### src/rtl/flags_write_arbiter.sv
//------------------------------------------------------------------------------
// Module   : flags_write_arbiter
// Purpose  : Round-robin arbiter that is the single writer of the 4-bit flags
//            register. Each cycle at most one valid requester is granted; its
//            masked flag bits are merged into a shadow copy of the flags, and
//            the merged value is presented to the flags register one cycle
//            later.
// Ports    : clk          - system clock
//            rst          - synchronous, active-low reset
//            req_valid    - per-requester write request
//            req_flags    - requested flag values, slice [i*FLAG_W +: FLAG_W]
//            req_mask     - per-bit update mask, same slicing as req_flags
//            req_ready    - one-hot grant (combinational)
//            freeze       - pipeline stall, blocks all grants
//            flags_we     - flags register write enable
//            flags_d      - flags register write data
//            flags_shadow - architectural flags including in-flight writes
//            grant_id     - index of the last accepted requester
//            busy         - high while flags_we is high
// Option   : FLAGS_ARB_SAVE_RESTORE_EN adds save_req / restore_req inputs,
//            the saved_flags output and a one-entry save slot.
// Revision : 1.0 - initial release
//------------------------------------------------------------------------------
`default_nettype none

module flags_write_arbiter #(
  parameter int NUM_REQ = 4,
  parameter int FLAG_W  = 4
) (
  input  logic                          clk,
  input  logic                          rst,
  input  logic [NUM_REQ-1:0]            req_valid,
  input  logic [NUM_REQ*FLAG_W-1:0]     req_flags,
  input  logic [NUM_REQ*FLAG_W-1:0]     req_mask,
  output logic [NUM_REQ-1:0]            req_ready,
  input  logic                          freeze,
  output logic                          flags_we,
  output logic [FLAG_W-1:0]             flags_d,
  output logic [FLAG_W-1:0]             flags_shadow,
  output logic [$clog2(NUM_REQ)-1:0]    grant_id,
  output logic                          busy
`ifdef FLAGS_ARB_SAVE_RESTORE_EN
  ,
  input  logic                          save_req,
  input  logic                          restore_req,
  output logic [FLAG_W-1:0]             saved_flags
`endif
);

  localparam int PW = $clog2(NUM_REQ);

  typedef enum logic [0:0] {
    IDLE  = 1'b0,
    WRITE = 1'b1
  } state_t;

  state_t state, next_state;

  logic [PW-1:0]     rr_ptr;
  logic [PW-1:0]     win_idx;
  logic              win_found;
  logic [PW:0]       cand;
  logic              accept;
  logic              restore;
  logic [FLAG_W-1:0] merged;
  logic [FLAG_W-1:0] flag_arr [NUM_REQ];
  logic [FLAG_W-1:0] mask_arr [NUM_REQ];

  // Unpack the flat request buses into per-requester slices.
  genvar gi;
  generate
    for (gi = 0; gi < NUM_REQ; gi++) begin : g_unpack
      assign flag_arr[gi] = req_flags[gi*FLAG_W +: FLAG_W];
      assign mask_arr[gi] = req_mask[gi*FLAG_W +: FLAG_W];
    end
  endgenerate

`ifdef FLAGS_ARB_SAVE_RESTORE_EN
  logic [FLAG_W-1:0] slot;
  assign restore     = restore_req;
  assign saved_flags = slot;
`else
  assign restore = 1'b0;
`endif

  // Rotating priority scan: the first valid requester at or above rr_ptr
  // (modulo NUM_REQ) wins. The candidate is one bit wider so the wrap can be
  // done with a single compare-and-subtract.
  always_comb begin
    win_found = 1'b0;
    win_idx   = '0;
    cand      = '0;
    for (int k = 0; k < NUM_REQ; k++) begin
      cand = {1'b0, rr_ptr} + (PW+1)'(k);
      if (cand >= (PW+1)'(NUM_REQ)) begin
        cand = cand - (PW+1)'(NUM_REQ);
      end
      if (!win_found && req_valid[cand[PW-1:0]]) begin
        win_found = 1'b1;
        win_idx   = cand[PW-1:0];
      end
    end
  end

  // Restore preempts every requester, even while frozen.
  assign accept = win_found && !freeze && rst && !restore;
  assign merged = (flags_shadow & ~mask_arr[win_idx]) |
                  (flag_arr[win_idx] & mask_arr[win_idx]);

  always_comb begin
    req_ready = '0;
    if (accept) begin
      req_ready[win_idx] = 1'b1;
    end
  end

  // State register
  always_ff @(posedge clk) begin
    if (!rst) begin
      state <= IDLE;
    end else begin
      state <= next_state;
    end
  end

  // Next-state: any write launched this cycle (accept or restore) keeps the
  // write port busy next cycle.
  always_comb begin
    next_state = IDLE;
    if (accept || restore) begin
      next_state = WRITE;
    end
  end

  assign flags_we = (state == WRITE);
  assign busy     = (state == WRITE);

  // Shadow / write data / pointer datapath
  always_ff @(posedge clk) begin
    if (!rst) begin
      flags_shadow <= '0;
      flags_d      <= '0;
      grant_id     <= '0;
      rr_ptr       <= '0;
    end else if (restore) begin
`ifdef FLAGS_ARB_SAVE_RESTORE_EN
      flags_shadow <= slot;
      flags_d      <= slot;
`endif
    end else if (accept) begin
      flags_shadow <= merged;
      flags_d      <= merged;
      grant_id     <= win_idx;
      rr_ptr       <= (win_idx == PW'(NUM_REQ-1)) ? '0 : win_idx + 1'b1;
    end
  end

`ifdef FLAGS_ARB_SAVE_RESTORE_EN
  // Save captures the value the shadow will hold after this edge, so a save
  // coinciding with an accept records the merged result. Restore wins over
  // a concurrent save and leaves the slot untouched.
  always_ff @(posedge clk) begin
    if (!rst) begin
      slot <= '0;
    end else if (save_req && !restore_req) begin
      slot <= accept ? merged : flags_shadow;
    end
  end
`endif

endmodule

`default_nettype wire
### config.mk
export PLATFORM = sky130hd
export DESIGN_NAME = flags_write_arbiter
export DESIGN_NICKNAME = d
export VERILOG_FILES = /design/src/rtl/flags_write_arbiter.sv
export SDC_FILE = /design/constraint.sdc
export NUM_CORES = 1
export LEC_CHECK = 0
export ABC_AREA = 1
export CAP_MARGIN = 20
export CORE_MARGIN = 1
export CORE_UTILIZATION = 45
export CTS_BUF_LIST = sky130_fd_sc_hd__clkbuf_4 sky130_fd_sc_hd__clkbuf_8
export DETAILED_ROUTE_END_ITERATION = 8
export GPL_ROUTABILITY_DRIVEN = 0
export PLACE_DENSITY = 0.88
export SLEW_MARGIN = 5
export SYNTH_ARGS = -nofsm -noshare
export SYNTH_HDL_FRONTEND = slang
export SYNTH_SLANG_ARGS = --single-unit
### constraint.sdc
create_clock -name clk -period 6.1 [get_ports clk]
set_clock_uncertainty 0.2 [all_clocks]
set_input_delay 1.22 -clock clk [delete_from_list [all_inputs] [get_ports clk]]
set_output_delay 1.22 -clock clk [all_outputs]
set_load 0.05 [all_outputs]
==> results.json <==
{
  "crit_end": "req_ready[3]",
  "antenna_found_initial": 0,
  "synth_fa_ha_area_frac": 0.0446,
  "hp-class": "flop to flop",
  "final-seq-area_um2": 180,
  "crit_start": "req_valid[2]",
  "wl_per_cell_um": 11.0,
  "start_util": 0.493,
  "dp_hpwl_um": 2340,
  "post-cts-setup-buffers": 0,
  "multi_input_area_um2": 764,
  "grt_overflow_total": 0,
  "drt_iter0_markers": 64,
  "worst_path_max_delay_cell": "clkdlybuf4s50_1",
  "cts_tree": "yes",
  "synth-compound-area-share": 0.0379,
  "yosys_warnings": 0,
  "synthTopCellsByArea": "nand2_1 26%, dfxtp_1 16%, nand4_1 8.9%",
  "rsz0062_at_grt": "no",
  "yosysSeqAreaShare": 0.161,
  "max_freq_ghz": 0.187,
  "worstMarginPinSlew_ns": 0.505,
  "slew_violations": 0,
  "synth_top_cell_area_share": 0.264,
  "grt_pass1_vias": 1169,
  "drc": 0,
  "yosysUniqueCellTypes": 23,
  "cp.required_ns": 4.68,
  "synth-simple-area-share": 0.599,
  "rr_worst_depth": 13,
  "synth_top_family_by_area": "simple AND/OR/NAND/NOR gates",
  "crit_type": "input port to output port",
  "synth-xor-area-share": 0,
  "n_antenna_cell": 0,
  "setup_viol": 0,
  "stdcell_area_um2": 1660,
  "clockRootBuffer": "clkbuf_4",
  "finalSetupTns_ns": 0,
  "ant_nets": 0,
  "syn_to_final_growth_pct": 47.5,
  "nFillCells": 202,
  "grt_pass1_wl_um": 4740,
  "hold_start": "grant_id[0]",
  "leakagePower_uw": 0.000849,
  "synth_area_um2": 1120,
  "cts.sinks": 9,
  "drive_gt1_frac": 0.106,
  "synth_mux_area_frac": 0,
  "cap_viol_max_count": 0,
  "start_kind": "input port",
  "slowest_delay_ns": 0.82,
  "placed_cell_area_um2": 1630,
  "cts_max_level": 1,
  "crit_arrival_ns": 3.94,
  "io_pins": 55,
  "core_um2": 2280,
  "vias": 1365,
  "crit_fanout": 20,
  "finalCritPeriodShare": 0.879,
  "slew_headroom": 0.662,
  "clock_latency_ns": 0.25,
  "wl_um": 3000,
  "synthCells": 198,
  "clk_path_buf_depth": 2,
  "die_area_um2": 2700,
  "viasPerCell": 5.00,
  "dr.pass1.iters": 4,
  "ys_ff_latch": 9,
  "numCtsBuffers": 3,
  "setup.worst_path.end_class": "output port",
  "die_w_um": 51.9,
  "path_clk_slew_ns": 0.06,
  "r2r-start": "rr_ptr[0]",
  "rows": 17,
  "regToRegSetupSlack_ns": 3.34,
  "post_cts_resized": 0,
  "powerDensity_nw_per_um2": 323,
  "holdBufCountCts": 0,
  "grt_util_all_layers": 0.229,
  "fin_crit_ns": 5.36,
  "status": "completed",
  "hold_violations": 0,
  "syn_area_per_cell_um2": 5.67,
  "cp_cell_sequence": "clkdlybuf4s50_1, inv_1, nand2_1, nand3_1, nand2_1, nand2_1, nand3_2, buf_4, nand3_4, inv_1, ha_1, inv_1, nor2_1, clkdlybuf4s50_1",
  "port_buffers": 54,
  "irDropWorstVdd_mv": 0.250,
  "final_nets": 289,
  "yosys.area.top_type": "nand2_1",
  "chipHeight_um": 51.9,
  "synth_nets": 241,
  "grt_max_degree": 21
}
-- logic make-up after synthesis --
logic type | Yosys count
simple gates | 140
buf+inv | 38
flops | 9
compound gates | 7
fa+ha+maj | 4
-- per-layer routing --
layer	up-vias	share of wire	global-route usage
li1	722	-	-
met1	585	0.47	0.306
met2	56	0.46	0.382
met3	2	0.063	0.0234
met4	0	0.0073	0.0631
met5	-	0	0
-- critical path: cells and delay by family --
kind	cells	cell delay (ns)
buffers and inverters	6	1.77
AND/OR/NAND/NOR	7	0.77
adder cells (fa/ha/maj)	1	0.16
-- power breakdown --
group / leakage (µW) / internal [µW] / switching (µW)
Combinational: 0.000757 / 138 / 261
Sequential: 0.0000741 / 70.7 / 12.4
Clock: 0.0000184 / 29.6 / 22.4
Total: 0.000849 / 239 / 296
-- through the flow --
stage	setup slack, ns	std cells	power (µW)	hold WS [ns]	utilization
4_1_cts	0.755	273	535	0.290	0.727
5_1_grt	0.539	273	579	0.303	0.727
6_report	0.738	273	534	0.284	0.727
3_3_place_gp	0.865	269	472	0.258	0.714
2_1_floorplan	1.75	198	392	0.338	-
3_5_place_dp	0.760	269	480	0.276	0.714
-- worst min path at each step --
| stage | endpoint | slack, ns | depth (start not counted) |
|---|---|---|---|
| floorplan | rr_ptr[1] | 0.34 | 2 |
| CTS | grant_id[0] | 0.29 | 1 |
| finish | grant_id[0] | 0.28 | 1 |
| global placement | grant_id[0] | 0.26 | 1 |
| global route | grant_id[0] | 0.30 | 1 |
| detailed placement | grant_id[0] | 0.28 | 1 |
-- placed cells by master, fill, tap and decap left out, types with 2 or more instances in the layout --
cell type	Yosys	layout
nor2_1	11	11
dfxtp_1	9	9
clkdlybuf4s50_1	0	54
nand3_4	2	2
nand2_1	79	79
ha_1	4	4
nand3_2	3	3
nand4_1	16	16
inv_2	4	4
nand3_1	18	18
inv_1	22	22
clkbuf_4	0	4
o21ai_1	2	2
a21oi_1	2	2
nand2_2	7	7
nor2_2	2	2
-- synth_stat cells (all sizes together) --
cell    number
dfxtp        9
a21oi        3
buf         11
o21ai        3
nand4       16
clkbuf       1
inv         26
nand3       23
ha           4
a31o         1
nand2       87
nor2        14
-- layout make-up --
cell class,instances,area share
multi-input combinational,151,0.462
timing repair buffer,55,0.331
tap,28,0.0212
clock buffer,4,0.0181
sequential,9,0.109
inverter,26,0.0590
Power figures use the tool's default switching activity.
